**config.mk**
```make
export PLATFORM = sky130hd
export DESIGN_NAME = fetch_prefetch_unit
export DESIGN_NICKNAME = d
export VERILOG_FILES = /design/src/rtl/fetch_pkg.sv /design/src/rtl/fetch_fifo.sv /design/src/rtl/fetch_prefetch_unit.sv
export SDC_FILE = /design/constraint.sdc
export NUM_CORES = 1
export LEC_CHECK = 0
export ABC_AREA = 1
export BUFFER_PORTS_ARGS = -buffer_cell sky130_fd_sc_hd__buf_2
export CORE_MARGIN = 5
export CORE_UTILIZATION = 24
export CTS_CLUSTER_DIAMETER = 100
export DETAILED_ROUTE_END_ITERATION = 10
export PLACE_DENSITY = 0.42
export SYNTH_ARGS = -nofsm -noshare
export SYNTH_HDL_FRONTEND = slang
export SYNTH_SLANG_ARGS = --single-unit
```
**constraint.sdc**
```tcl
create_clock -name clk -period 2.5 [get_ports clk]
set_clock_uncertainty 0.15 [all_clocks]
set_input_delay 0 -clock clk [delete_from_list [all_inputs] [get_ports clk]]
set_output_delay 0 -clock clk [all_outputs]
set_load 0.02 [all_outputs]
```
**src/rtl/fetch_pkg.sv**
```systemverilog
// Shared types for the instruction-fetch front end.
package fetch_pkg;

  localparam int unsigned INSTR_BYTES = 4;
  localparam int unsigned XLEN        = 64;
  localparam int unsigned ILEN        = 32;

  typedef enum logic [1:0] {
    REQ  = 2'd0,
    WAIT = 2'd1,
    DROP = 2'd2
  } fetch_state_t;

  typedef struct packed {
    logic [XLEN-1:0] pc;
    logic [ILEN-1:0] instr;
  } fetch_entry_t;

  // Increment that sticks at all-ones instead of wrapping.
  function automatic logic [31:0] sat_inc32(input logic [31:0] v, input logic en);
    return (en && (v != 32'hFFFF_FFFF)) ? v + 32'd1 : v;
  endfunction

endpackage

```
**src/rtl/fetch_fifo.sv**
```systemverilog
// Prefetch FIFO holding {pc, instr} pairs; head is read straight from flop storage.
module fetch_fifo
  import fetch_pkg::*;
#(
  parameter int unsigned DEPTH   = 4,
  parameter type         entry_t = fetch_entry_t
) (
  input  logic                    clk,
  input  logic                    rst,
  input  logic                    push,
  input  logic                    pop,
  input  logic                    clear,
  input  entry_t                  wdata,
  output entry_t                  rdata,
  output logic [$clog2(DEPTH):0]  count,
  output logic [$clog2(DEPTH):0]  count_nxt_c,
  output logic                    full,
  output logic                    empty
);

  localparam int unsigned PW = $clog2(DEPTH);
  localparam int unsigned CW = PW + 1;

  entry_t          mem_q [DEPTH];
  entry_t          mem_d [DEPTH];
  logic [PW-1:0]   wr_ptr_q, wr_ptr_d;
  logic [PW-1:0]   rd_ptr_q, rd_ptr_d;
  logic [CW-1:0]   count_q, count_d;
  logic            pop_ok;
  logic            push_ok;

  // Next-state: clear wins; pop on empty is ignored; push on full only alongside a pop.
  always_comb begin
    mem_d    = mem_q;
    wr_ptr_d = wr_ptr_q;
    rd_ptr_d = rd_ptr_q;
    count_d  = count_q;
    pop_ok   = pop && (count_q != '0);
    push_ok  = push && ((count_q != CW'(DEPTH)) || pop_ok);
    if (clear) begin
      wr_ptr_d = '0;
      rd_ptr_d = '0;
      count_d  = '0;
    end else begin
      if (push_ok) begin
        mem_d[wr_ptr_q] = wdata;
        wr_ptr_d        = wr_ptr_q + PW'(1);
      end
      if (pop_ok) begin
        rd_ptr_d = rd_ptr_q + PW'(1);
      end
      count_d = count_q + CW'(push_ok) - CW'(pop_ok);
    end
  end

  // Storage and pointer registers.
  always_ff @(posedge clk or negedge rst) begin
    if (!rst) begin
      for (int i = 0; i < int'(DEPTH); i++) begin
        mem_q[i] <= '0;
      end
      wr_ptr_q <= '0;
      rd_ptr_q <= '0;
      count_q  <= '0;
    end else begin
      mem_q    <= mem_d;
      wr_ptr_q <= wr_ptr_d;
      rd_ptr_q <= rd_ptr_d;
      count_q  <= count_d;
    end
  end

  assign rdata       = mem_q[rd_ptr_q];
  assign count       = count_q;
  assign count_nxt_c = count_d;
  assign full        = (count_q == CW'(DEPTH));
  assign empty       = (count_q == '0);

endmodule

```
**src/rtl/fetch_prefetch_unit.sv**
```systemverilog
// Fetch PC generation, one-outstanding imem requests and prefetch buffering toward IF/ID.
// Optional build macro FETCH_PERF_CNT_EN adds saturating fetched/dropped/starve counters.
module fetch_prefetch_unit
  import fetch_pkg::*;
#(
  parameter int unsigned DEPTH    = 4,
  parameter logic [63:0] RESET_PC = 64'h0
) (
  input  logic                   clk,
  input  logic                   rst,
  input  logic                   stall,
  input  logic                   redirect_valid,
  input  logic [63:0]            redirect_pc,
  output logic                   imem_req_valid,
  input  logic                   imem_req_ready,
  output logic [63:0]            imem_req_addr,
  input  logic                   imem_rsp_valid,
  input  logic [31:0]            imem_rsp_data,
  output logic                   out_valid,
  output logic [31:0]            out_instr,
  output logic [63:0]            out_pc,
  output logic [$clog2(DEPTH):0] fifo_count
`ifdef FETCH_PERF_CNT_EN
  ,
  output logic [31:0]            perf_fetched,
  output logic [31:0]            perf_dropped,
  output logic [31:0]            perf_starve
`endif
);

  localparam int unsigned CW = $clog2(DEPTH) + 1;

  fetch_state_t  state_q, state_d;
  logic [63:0]   fetch_pc_q, fetch_pc_d;
  logic [63:0]   req_pc_q, req_pc_d;
  logic          req_valid_q, req_valid_d;
  logic          req_fire;
  logic          push;
  logic          pop;
  logic          rsp_drop;
  logic          fifo_empty;
  logic          unused_fifo_full;
  logic [CW-1:0] count;
  logic [CW-1:0] count_nxt;
  fetch_entry_t  push_entry;
  fetch_entry_t  head_entry;
  logic [1:0]    unused_redirect_lsb;

  assign unused_redirect_lsb = redirect_pc[1:0];
  assign req_fire            = req_valid_q && imem_req_ready;
  assign push_entry          = {req_pc_q, imem_rsp_data};

  // Next-state and FIFO control; redirect overrides push, pop and the normal transition.
  always_comb begin
    state_d    = state_q;
    fetch_pc_d = fetch_pc_q;
    req_pc_d   = req_pc_q;
    push       = 1'b0;
    rsp_drop   = 1'b0;
    pop        = !fifo_empty && !stall && !redirect_valid;
    case (state_q)
      REQ: begin
        if (req_fire) begin
          state_d    = WAIT;
          req_pc_d   = fetch_pc_q;
          fetch_pc_d = fetch_pc_q + 64'(INSTR_BYTES);
        end
      end
      WAIT: begin
        if (imem_rsp_valid) begin
          state_d = REQ;
          push    = 1'b1;
        end
      end
      DROP: begin
        if (imem_rsp_valid) begin
          state_d  = REQ;
          rsp_drop = 1'b1;
        end
      end
      default: state_d = REQ;
    endcase
    if (redirect_valid) begin
      fetch_pc_d = {redirect_pc[63:2], 2'b00};
      push       = 1'b0;
      rsp_drop   = imem_rsp_valid && (state_q != REQ);
      // A request is still in flight if one was just accepted or the awaited response has not come.
      if ((state_q == REQ) ? req_fire : !imem_rsp_valid) begin
        state_d = DROP;
      end else begin
        state_d = REQ;
      end
    end
  end

  // Request valid is registered: asserted for the coming cycle when in REQ with a free slot.
  always_comb begin
    req_valid_d = (state_d == REQ) && (count_nxt < CW'(DEPTH));
  end

  // FSM and fetch registers.
  always_ff @(posedge clk or negedge rst) begin
    if (!rst) begin
      state_q     <= REQ;
      fetch_pc_q  <= RESET_PC;
      req_pc_q    <= '0;
      req_valid_q <= 1'b0;
    end else begin
      state_q     <= state_d;
      fetch_pc_q  <= fetch_pc_d;
      req_pc_q    <= req_pc_d;
      req_valid_q <= req_valid_d;
    end
  end

  fetch_fifo #(
    .DEPTH   (DEPTH),
    .entry_t (fetch_entry_t)
  ) u_fifo (
    .clk         (clk),
    .rst         (rst),
    .push        (push),
    .pop         (pop),
    .clear       (redirect_valid),
    .wdata       (push_entry),
    .rdata       (head_entry),
    .count       (count),
    .count_nxt_c (count_nxt),
    .full        (unused_fifo_full),
    .empty       (fifo_empty)
  );

  assign imem_req_valid = req_valid_q;
  assign imem_req_addr  = fetch_pc_q;
  assign out_valid      = !fifo_empty;
  assign out_pc         = head_entry.pc;
  assign out_instr      = head_entry.instr;
  assign fifo_count     = count;

`ifdef FETCH_PERF_CNT_EN
  logic [31:0] perf_fetched_q, perf_fetched_d;
  logic [31:0] perf_dropped_q, perf_dropped_d;
  logic [31:0] perf_starve_q, perf_starve_d;

  // Saturating event counters.
  always_comb begin
    perf_fetched_d = sat_inc32(perf_fetched_q, push);
    perf_dropped_d = sat_inc32(perf_dropped_q, rsp_drop);
    perf_starve_d  = sat_inc32(perf_starve_q, fifo_empty && !stall && !redirect_valid);
  end

  // Counter registers.
  always_ff @(posedge clk or negedge rst) begin
    if (!rst) begin
      perf_fetched_q <= '0;
      perf_dropped_q <= '0;
      perf_starve_q  <= '0;
    end else begin
      perf_fetched_q <= perf_fetched_d;
      perf_dropped_q <= perf_dropped_d;
      perf_starve_q  <= perf_starve_d;
    end
  end

  assign perf_fetched = perf_fetched_q;
  assign perf_dropped = perf_dropped_q;
  assign perf_starve  = perf_starve_q;
`else
  logic unused_perf;
  assign unused_perf = rsp_drop;
`endif

endmodule

```
==> results.txt <==
- Run status: complete, no violations
* Max rail drop VDD: 0.384 mV
- The placed instances occupy a cell area of 0.0275 mm^2.
* Combined area of the multi-input logic cells: 0.0101 mm^2
- Total via count in the routed design: 22500
* DRC violations left: 0
- The analysis attributes to net switching a power of 0.0128 W.
- Number of setup violations in the final report: 0
- Number of synthesized flops with an enable pin: 0
- The number of clock buffers added by TritonCTS is 68.
* Cell with the most instances after synthesis: sky130_fd_sc_hd__nand2_1
- Number of max-capacitance violations reported: 0
- Number of global-route vias before repair: 22700
* Final Cell Area: 0.0314 mm^2
* Internal power: 0.0199 W
- Setup repair after global routing could not meet its margin everywhere.
- The first global-routing pass estimated 149000 um of wire.
- For this run, the leading register cell type out of synthesis is sky130_fd_sc_hd__dfrtp_1.
- Share of power burned in combinational logic: 33.1%
* Shortest period the worst path allows: 2390 ps
* Number of placement rows: 117
- STA classifies the critical path startpoint as a register.
* Total leakage power: 16.5 nW
- Critical path type: register to output pin
* Area of the placeable core: 0.101 mm^2
- Die X-Extent: 329 um
- For this design the top-level I/O count stands at 267.
- Global routing used 18.0% of the available tracks across all layers.
- sky130_fd_sc_hd__dfrtp_1 takes more of the synthesized area than any other cell.
* Number of warnings reported in the yosys synthesis log: 0
* Die Area: 0.108 mm^2
* Number of design-rule violations left by the first detailed-router iteration: 1735
- Clk network pwr share: 31.9%
- Tcrit/Tclk final: 95.6%
- Crit path largest cell delay: 520 ps
- The number of slew-limit violations in the final report came to 0.
- Switching power share of the total: 39.2%
- Count of clock tree sinks: 510
- Headroom to the max-slew limit came out at 51.6%.
- CTS tree: built
- Total wirelength of the detailed-routed design: 98900 um
- The share of total power dissipated in sequential elements is 35.1%.
- Routability-driven placement finished with a final weighted congestion of 0.890.
- Remaining Overflow, GRT: 0
- Port buffering added 260 buffers.
* Worst min-delay path class: input port to register
- In this run the power density over the cells is 1040 mW/mm^2.
- Sequential fraction of the synthesis area: 52.3%
- Ys async rst share: 100%
- The cell that appears most often on the critical path is sky130_fd_sc_hd__buf_12.
- Number of levels in the clock H-tree: 3
* Critical path capture point type: output pin
- Entering global routing, the biggest net connects 95 pins.
- Total area of sequential cells: 0.0128 mm^2
- The longest clock path from root to sink contains 3 buffers.
- Ranked by total cell area, the synthesized netlist is headed by sky130_fd_sc_hd__dfrtp_1, sky130_fd_sc_hd__nand2_1, sky130_fd_sc_hd__o21ai_0, sky130_fd_sc_hd__nor2_1, sky130_fd_sc_hd__o22ai_1.
- Max stage delay cell, worst path: sky130_fd_sc_hd__dfrtp_4
- The count of nets left with antenna violations once routing finished came out at 0.
- Critical path data required time: 2350 ps
- Timing analysis after detailed placement gives a worst setup slack of 233 ps.
* Insertion delay of the later-clocked pin in the worst-skew pair: 610 ps
- Worst setup margin: 111 ps
- After synthesis the cells add up to 0.0244 mm^2.
- Number of cells in the finished layout apart from fillers: 5015
* Final count of hold timing violations: 0
- Filler cell count: 11000
- DR WL/cell: 19.7 um
* Cell count after synthesis: 3216
- Of the post-synthesis cell area, the dominant cell type holds 52.3%.
- The area growth from synthesis to layout is 28.9%.
* Final Net Count: 3709
- The initial utilization of the core area, before any placement, comes to 24.1%.
- Synthesis instantiated 33 different standard cells from the library.
* Share of post-route cells with drive strength above 1: 13.6%
* Detail-routed via count per cell: 4.49
- In this run the mean area of a mapped cell was 7.58 um^2.
- Data arrival time at the worst-slack endpoint: 2240 ps
* Crit path cell chain: clkinv_4, buf_12, buf_12, o21ai_0, o22ai_1, buf_4, buf_2
- Static timing analysis puts the maximum clock frequency at 0.419 GHz.
- Synthesis-stage register bit count: 510
- Measured along the y axis, the die boundary spans 329 um.
- Clock-pin slew was measured on the worst setup and hold paths at 60 ps.
- Number of antenna violations at the first check in global routing: 2
- Most common library cells after synthesis: sky130_fd_sc_hd__nand2_1, sky130_fd_sc_hd__dfrtp_1, sky130_fd_sc_hd__o21ai_0
- Before antenna repair, the detailed router went through 6 iterations.
- In this run the worst path has a maximum fanout of 18.
- The tree is rooted in a sky130_fd_sc_hd__clkbuf_16.
* Number of placed instances, taps included: 4753
- Detailed placement finished with a half-perimeter wire length of 62900 um.
- At the pin with the least slew margin, the transition time is 726 ps.
## power groups by stage
stage                     combinational (W)  sequential (W)  clock, W
final                                0.0108          0.0115    0.0105
after global placement               0.0105          0.0116         0
after floorplan                     0.00589          0.0113         0
after global routing                 0.0120          0.0117    0.0111
after detailed placement             0.0105          0.0116         0
after CTS                            0.0110          0.0115    0.0108
## area by class of cell
type                    count  share of cell area [%]
multi-input cells        2385                    32.2
repair buffers            485                    12.3
clock buffers             101                    6.72
diodes                      1                 0.00796
well taps                1368                    5.45
inverters                 146                    1.86
flip-flops and latches    510                    40.6
clock inverters            19                   0.896
## registers in the layout (all words and copies together) (netlist names)
name and cells:
imem_req_addr 62, imem_req_valid 1, req_pc_q 62, state_q 2, u_fifo.count 3, u_fifo.mem_q 376, u_fifo.rd_ptr_q 2, u_fifo.wr_ptr_q 2
## timing repair
item / CTS / global route
hold buffers: 131 / 0
endpoints found under the setup margin: 58 / 9
setup buffers: 6 / 1
gates cloned: 2 / 1
gates resized for setup: 14 / 4
pin swaps: 0 / 0
endpoints found under the hold margin: 714 / 0
## worst max-delay path, delay by kind of cell (launching register included)
family | cells | cell delay [ps]
DFF | 1 | 520
buffers and inverters | 5 | 830
AOI/OAI and AO/OA | 2 | 270
## metrics by stage
| stage | utilization [%] | hold slack (ps) | setup TNS, ps | total power [W] |
|---|---|---|---|---|
| detailed placement | 27.1 | -216 | 0 | 0.0221 |
| finish | 31.0 | 46.4 | 0 | 0.0328 |
| global placement | 27.1 | -217 | 0 | 0.0221 |
| floorplan | - | -446 | 0 | 0.0172 |
| CTS | 31.0 | 0.659 | 0 | 0.0333 |
| global route | 31.0 | 26.8 | -19.6 | 0.0349 |
## path summary, 6_finish.rpt
check	slack (ps)	to	cells after the start	from
setup / recovery	110	out_pc[31]	7	u_fifo.rd_ptr_q[1]
hold / removal	50	u_fifo.mem_q[217]	4	imem_rsp_data[25]
setup reg to reg	190	imem_req_valid	11	u_fifo.count[1]
hold reg to reg	320	u_fifo.mem_q[187]	2	u_fifo.mem_q[187]
max in group asynchronous	1180	u_fifo.mem_q[167]	5	rst
min in group asynchronous	470	u_fifo.mem_q[25]	4	rst
## layer usage
metal / wire length (um) / up-vias / global-route usage [%] / part of all wire, %
met4: 2890 / 0 / 5.36 / 2.9
li1: - / 10900 / - / -
met3: 5520 / 133 / 3.25 / 5.6
met1: 44800 / 11000 / 24.5 / 45
met5: 0 / - / 0 / 0
met2: 45600 / 562 / 29.4 / 46
## cell families after synthesis
logic type,count (synthesis),synth area share [%]
and+or+nand+nor,1906,30.1
DFF,510,52.3
AOI/OAI and AO/OA,444,9.89
buffers and inverters,324,6.38
xor gates and xnor gates,20,0.718
adders and majority gates,11,0.595
other,1,0.0154
## layout by cell type (no fill, tap or decap), drive strengths merged
cell	instances
buf	353
nor2	318
o21bai	12
o221ai	7
o22ai	94
a21oi	3
nor3	2
ha	10
diode	1
xnor2	2
conb	4
inv	144
o211ai	5
a31o	1
dfrtp	510
nand2	1509
clkinv	11
nand3	69
dlygate4sd3	130
bufbuf	1
clkinvlp	3
xor2	18
bufinv	7
nand4	8
o21ai	322
clkbuf	102
fa	1
Note: power is estimated with default switching activity, not from simulation.
